[config.mk]
export PLATFORM = sky130hd
export DESIGN_NAME = pipelined_adder
export DESIGN_NICKNAME = d
export VERILOG_FILES = /design/src/rtl/pipelined_adder.sv
export SDC_FILE = /design/constraint.sdc
export NUM_CORES = 1
export LEC_CHECK = 0
export ABC_AREA = 1
export BUFFER_PORTS_ARGS = -buffer_cell sky130_fd_sc_hd__buf_2
export CORE_UTILIZATION = 45
export DETAILED_ROUTE_END_ITERATION = 12
export GPL_ROUTABILITY_DRIVEN = 0
export SLEW_MARGIN = 5
export SYNTH_ARGS = -nofsm -noshare
export SYNTH_HDL_FRONTEND = slang
export SYNTH_SLANG_ARGS = --single-unit
[constraint.sdc]
create_clock -name clk -period 24.1 [get_ports clk]
set_clock_uncertainty 0.2 [all_clocks]
set_input_delay 1.205 -clock clk [delete_from_list [all_inputs] [get_ports clk]]
set_output_delay 1.205 -clock clk [all_outputs]
set_load 0.01 [all_outputs]
[src/rtl/pipelined_adder.sv]
// Pipelined WIDTH-bit add/subtract with one carry chunk per stage and a valid/ready handshake.
// Define ADDER_SATURATE_EN to add the sat input, which clamps the result on signed overflow.
module pipelined_adder #(
    parameter int WIDTH  = 64,
    parameter int STAGES = 4
) (
    input  logic             clk,
    input  logic             reset,
    input  logic             in_valid,
    output logic             in_ready,
    input  logic [WIDTH-1:0] A,
    input  logic [WIDTH-1:0] B,
    input  logic             Cin,
    input  logic             sub,
`ifdef ADDER_SATURATE_EN
    input  logic             sat,
`endif
    output logic             out_valid,
    input  logic             out_ready,
    output logic [WIDTH-1:0] result,
    output logic             Cout,
    output logic             overflow,
    output logic             zero,
    output logic             negative
);
    localparam int CHUNK = WIDTH / STAGES;

    logic              adv;
    logic [STAGES:0]   vld_pipe;
    logic [WIDTH-1:0]  a_in [STAGES];
    logic [WIDTH-1:0]  b_in [STAGES];
    logic [WIDTH-1:0]  r_in [STAGES];
    logic              c_in [STAGES];
    logic              s_in [STAGES];

    // One global stall: the whole pipe moves only when the output slot frees up.
    assign adv         = out_ready | ~out_valid;
    assign in_ready    = adv;
    assign vld_pipe[0] = in_valid;
    assign out_valid   = vld_pipe[STAGES];

    assign a_in[0] = A;
    assign b_in[0] = sub ? ~B : B;
    assign r_in[0] = '0;
    assign c_in[0] = sub | Cin;
`ifdef ADDER_SATURATE_EN
    assign s_in[0] = sat;
`else
    assign s_in[0] = 1'b0;
`endif

    always_ff @(posedge clk or posedge reset) begin
        if (reset)
            vld_pipe[STAGES:1] <= '0;
        else if (adv)
            vld_pipe[STAGES:1] <= vld_pipe[STAGES-1:0];
    end

    for (genvar s = 0; s < STAGES; s++) begin : g_stage
        logic [CHUNK:0]   csum;
        logic [WIDTH-1:0] r_nx;

        assign csum = {1'b0, a_in[s][s*CHUNK +: CHUNK]}
                    + {1'b0, b_in[s][s*CHUNK +: CHUNK]}
                    + {{CHUNK{1'b0}}, c_in[s]};

        always_comb begin
            r_nx = r_in[s];
            r_nx[s*CHUNK +: CHUNK] = csum[CHUNK-1:0];
        end

        if (s < STAGES-1) begin : g_mid
            logic [WIDTH-1:0] a_q, b_q, r_q;
            logic             c_q, s_q;

            always_ff @(posedge clk or posedge reset) begin
                if (reset) begin
                    a_q <= '0;
                    b_q <= '0;
                    r_q <= '0;
                    c_q <= 1'b0;
                    s_q <= 1'b0;
                end else if (adv) begin
                    a_q <= a_in[s];
                    b_q <= b_in[s];
                    r_q <= r_nx;
                    c_q <= csum[CHUNK];
                    s_q <= s_in[s];
                end
            end

            assign a_in[s+1] = a_q;
            assign b_in[s+1] = b_q;
            assign r_in[s+1] = r_q;
            assign c_in[s+1] = c_q;
            assign s_in[s+1] = s_q;
        end else begin : g_last
            logic             cmsb, ovf;
            logic [WIDTH-1:0] res;

            // Carry into the MSB recovered from the MSB sum bit; also valid when CHUNK == 1.
            assign cmsb = csum[CHUNK-1] ^ a_in[s][WIDTH-1] ^ b_in[s][WIDTH-1];
            assign ovf  = cmsb ^ csum[CHUNK];

            always_comb begin
                res = r_nx;
                if (s_in[s] && ovf)
                    res = a_in[s][WIDTH-1] ? {1'b1, {(WIDTH-1){1'b0}}}
                                           : {1'b0, {(WIDTH-1){1'b1}}};
            end

            always_ff @(posedge clk or posedge reset) begin
                if (reset) begin
                    result   <= '0;
                    Cout     <= 1'b0;
                    overflow <= 1'b0;
                    zero     <= 1'b0;
                    negative <= 1'b0;
                end else if (adv) begin
                    result   <= res;
                    Cout     <= csum[CHUNK];
                    overflow <= ovf;
                    zero     <= (res == '0);
                    negative <= res[WIDTH-1];
                end
            end
        end
    end
endmodule

Yosys cells after proc, flatten, opt, wreduce, memory -nomap -nowiden --
Index checks and enable logic that the tools add are counted.
Storage, ports and cells: register bits after elaboration 555, latch bits 0, bits in writable memories 0, ROM bits 0, input port bits 134, output and inout bits 70, logic and storage cells 35, memories 0
Cells by class: add/subtract/negate cells 8, $mul 0, div/mod/pow operators 0, order comparisons 0, equality and inequality tests 0, shift operators 0, multiplexer cells 1, bitwise logic cells 7, reductions and logical operators 1
Operator list (count):
- 16-bit by 16-bit adder with 17-bit output | 4
- 17-bit by 1-bit adder with 17-bit output | 4
- 64-bit zero test | 1
- 64-bit 2-to-1 mux | 1
- 64-bit inverter | 1
- 1-bit bitwise XOR | 3
- 1-bit bitwise OR | 2
- 1-bit inverter | 1

Logic depth before layout (Yosys ltp) --
depth in word-level cells 5, gate-level depth with buffers 16

Worst setup path before layout --
OpenSTA, ideal clock, no wires.
kind input to register, start input port sub, end register g_stage[0].g_mid.r_q[10], library setup time 0.118 ns, data arrival time 3.401 ns, data required time 23.782 ns, path slack 20.381 ns, stages on the path 15, path through buf_2 -> buf_2 -> xnor2_1 -> fa_1 -> fa_1 -> inv_1 -> nand2_1 -> o21ai_2 -> a21oi_1 -> o21ai_2 -> nand2_1 -> nand2_1 -> nand2_1 -> nand3_1 -> nand2_1
Between the ends: longest elaborated chain between the ends 3, elaborated cells between the ends (all ways) 4, those cells by class add/sub: 2; mux: 1; bitwise: 1
RTL lines:
- from (decl) | line 14 | input logic sub,
- 64-bit 2-to-1 mux | line 43 | assign b_in[0] = sub ? ~B : B;
- 16-bit by 16-bit adder with 17-bit output | line 64 | + {1'b0, b_in[s][s*CHUNK +: CHUNK]}
- 17-bit by 1-bit adder with 17-bit output (*) | line 65 | + {{CHUNK{1'b0}}, c_in[s]};
- to (signal assigned) | line 86 | r_q <= r_nx;
- to (decl) | line 73 | logic [WIDTH-1:0] a_q, b_q, r_q;
Every way passes the cells marked *; elsewhere a longest branch is shown, timed or not. A chain may end at the register's enable or synchronous reset.

Worst setup path after layout --
start input port out_ready, end register g_stage[0].g_mid.b_q[50]
Between the ends: longest elaborated chain between the ends 1
RTL lines:
- from (decl) | line 19 | input logic out_ready,
- 1-bit bitwise OR | line 37 | assign adv = out_ready | ~out_valid;
- to (signal assigned) | line 85 | b_q <= b_in[s];
- to (decl) | line 73
Every way passes these cells.

==> metrics.txt <==
status complete, no violations; Clock Path Buffers 3; Iter 0 DRT Violations around 770; Synth cell types 38; YS warnings 0; met3 routed WL around 2 mm; synthesized area about 17000 um^2; DR top layer met4; Lkg Pwr ~10 nW; Vias per Instance 4.87; commonest non-fill, non-tap cell in the layout nand2_1; Clock Pin Slew Worst Setup and Hold Paths about 0.06 ns; Int Power between 1.5 and 2 mW; R2R setup slack between 20 and 25 ns; Final Net Count approximately 2400; dpl hpwl 27.7 mm; DIE HEIGHT 198 um; Fin. Hold Viols 0; Post-CTS Setup Inserts 0; register area between 9000 and 10000 um^2; first-pass GRT wire length 66.2 mm; max_slew headroom between 20% and 30%; vias in the first global route about 13000; drt pass-1 iters 5; DRT met1 WL approximately 21 mm; combinational fraction of design power 39.9%; Worst Path Required approximately 24 ns; antenna viol nets, final 0; Slew Limit Fails 0; final WL 40.0 mm; pwr dens around 140 nW/um^2; post-CTS resize count 0; Inst Count DP 2686; setup TNS 0 ns; class of the worst hold path flop to flop; actual transition at the worst max-transition pin approximately 1.1 ns; Seq/Total Area, Yosys between 50% and 60%; final core occ between 50% and 60%; vias ~13000; hold buffer count at CTS 0; setup violators final 0; total die area 39200 um^2; Synth Register Bits about 360; Die Wd 198 um; area grow syn2layout 16.0%; layout cells sized above 1 roughly 13%; CTS tree done; Initial Util approximately 46%; Tot GR Track Use between 20% and 30%; total CTS buffers 41; worst skew pair latency ~0.54 ns; Core Box Area between 30000 and 40000 um^2; WL met2 between 15 and 20 mm; part of the power in registers 37.4%; Worst Setup EP g_stage[0].g_mid.b_q[50]; most frequent cells in the layout nand2_1, dfrtp_1, o21ai_0; Data arrival, critical path approximately 4.7 ns; DRC Markers 0; ant diodes 0; DR WL/cell ~15 um; CP Capture Type flop; Reg2Reg Depth 5; row cnt 71; Post-Syn Nets ~2300; CP Launch Type input port; hold depth 2; area of the multi-input gates around 7300 um^2; switching power total around 1.1 mW; IO Pins ~200; CP Launch Point out_ready; largest net degree at the start of global routing about 250; Sw Share about two fifths; CP Class input port to flop; R2R Path End g_stage[0].g_mid.b_q[50]; clk sinks around 360; Max Clock Freq around 220 MHz; CTS Root Cell clkbuf_16; CTS H-tree lvls 2; reg-to-reg startpoint out_valid; IO Port Bufs around 200; highest net fanout along the worst path approximately 210; worst vdd ir 0.0000568 V; initial antenna violation count 0; clock power share a little under a quarter; fin crit share around a fifth; GRT overflow 0; Tmin final between 4 and 5 ns; Layout Cells excl Fill about 2800; Syn Inst Count 2053; Max Cap Viol 0; Syn Area/Cell around 8.4 um^2; RSZ-0062 raised after global routing false; filler instances 3631
-- flip-flops by register name, summed over array words and instances, names as in the netlist --
signal,flops
vld_pipe,3
g_stage.g_mid.a_q,96
zero,1
g_stage.g_mid.c_q,3
Cout,1
out_valid,1
result,64
g_stage.g_mid.r_q,96
overflow,1
g_stage.g_mid.b_q,96
-- kinds of logic (layout without fill, tap and decap cells) --
kind of cell | count (synthesis) | in the layout | synth area share, %
AO/OA/AOI/OAI | 346 | 346 | 10.7
XOR/XNOR | 82 | 82 | 4.15
adder cells (fa/ha/maj) | 68 | 68 | 5.26
buffers and inverters | 254 | 450 | 5.75
flip-flops | 362 | 362 | 52.3
AND/OR/NAND/NOR | 941 | 941 | 21.7
-- metal layers --
metal,vias up,global-route usage [%]
met5,-,0
met2,291,29.1
met3,54,3.61
met1,6193,33.3
met4,0,5.23
li1,6897,-
-- how the worst min path moves through the flow --
stage | slack, ns | startpoint | endpoint
final | 0.25 | vld_pipe[3] | out_valid
after global routing | 0.27 | vld_pipe[3] | out_valid
after CTS | 0.25 | vld_pipe[3] | out_valid
after detailed placement | 0.24 | vld_pipe[3] | out_valid
after global placement | 0.24 | vld_pipe[3] | out_valid
after floorplan | 0.22 | vld_pipe[3] | out_valid
-- final cells by class --
class	count	share of cell area (%)
multi-input combinational	1437	36.2
timing repair buffer	209	5.42
tap	511	3.18
sequential	362	45.1
inverter	167	3.20
clock buffer	62	6.31
clock inverter	12	0.592
-- synth_stat cells, drive strengths merged --
| cell type | instances | area share, % |
|---|---|---|
| a31oi | 15 | 0.54 |
| o21bai | 5 | 0.22 |
| nor4 | 4 | 0.14 |
| nand2 | 767 | 17 |
| nand2b | 2 | 0.072 |
| o22ai | 2 | 0.072 |
| ha | 60 | 4.3 |
| nand3 | 51 | 1.5 |
| o31ai | 8 | 0.35 |
| nand3b | 12 | 0.52 |
| o21a | 3 | 0.13 |
| xor2 | 21 | 1.1 |
| nand4 | 19 | 0.69 |
| or2 | 8 | 0.29 |
| fa | 8 | 0.93 |
| a21o | 3 | 0.13 |
| a21oi | 55 | 1.7 |
| inv | 167 | 3.6 |
| nor3 | 10 | 0.32 |
| a21boi | 6 | 0.30 |
| dfrtp | 362 | 52 |
| o21ai | 249 | 7.3 |
| xnor2 | 61 | 3.1 |
| nor2 | 68 | 1.5 |
| buf | 39 | 1.1 |
| clkbuf | 48 | 1.0 |
-- power groups by stage --
stage	logic [mW]	registers [mW]	clock network, mW
5_1_grt	1.28	1.07	0.669
2_1_floorplan	0.788	1.02	0
4_1_cts	1.11	1.04	0.644
3_3_place_gp	1.08	1.05	0
3_5_place_dp	1.10	1.05	0
6_report	1.10	1.04	0.629
-- metrics by stage --
stage | setup slack, ns | hold WS [ns] | area (um^2) | total power, mW
final | 19.58 | 0.252 | 20100 | 2.77
after global routing | 19.16 | 0.268 | 20100 | 3.02
after CTS | 19.59 | 0.254 | 20100 | 2.80
after detailed placement | 19.02 | 0.242 | 18700 | 2.15
after global placement | 19.13 | 0.237 | 18700 | 2.13
after floorplan | 12.65 | 0.220 | 17300 | 1.81
-- critical path, cell delays in order --
cell	delay, ns
buf_2	0.09
inv_1	0.08
nand2_4	0.29
inv_8	0.75
buf_4	0.80
buf_4	0.93
o21ai_0	0.24
(Power assumes the default switching activity.)
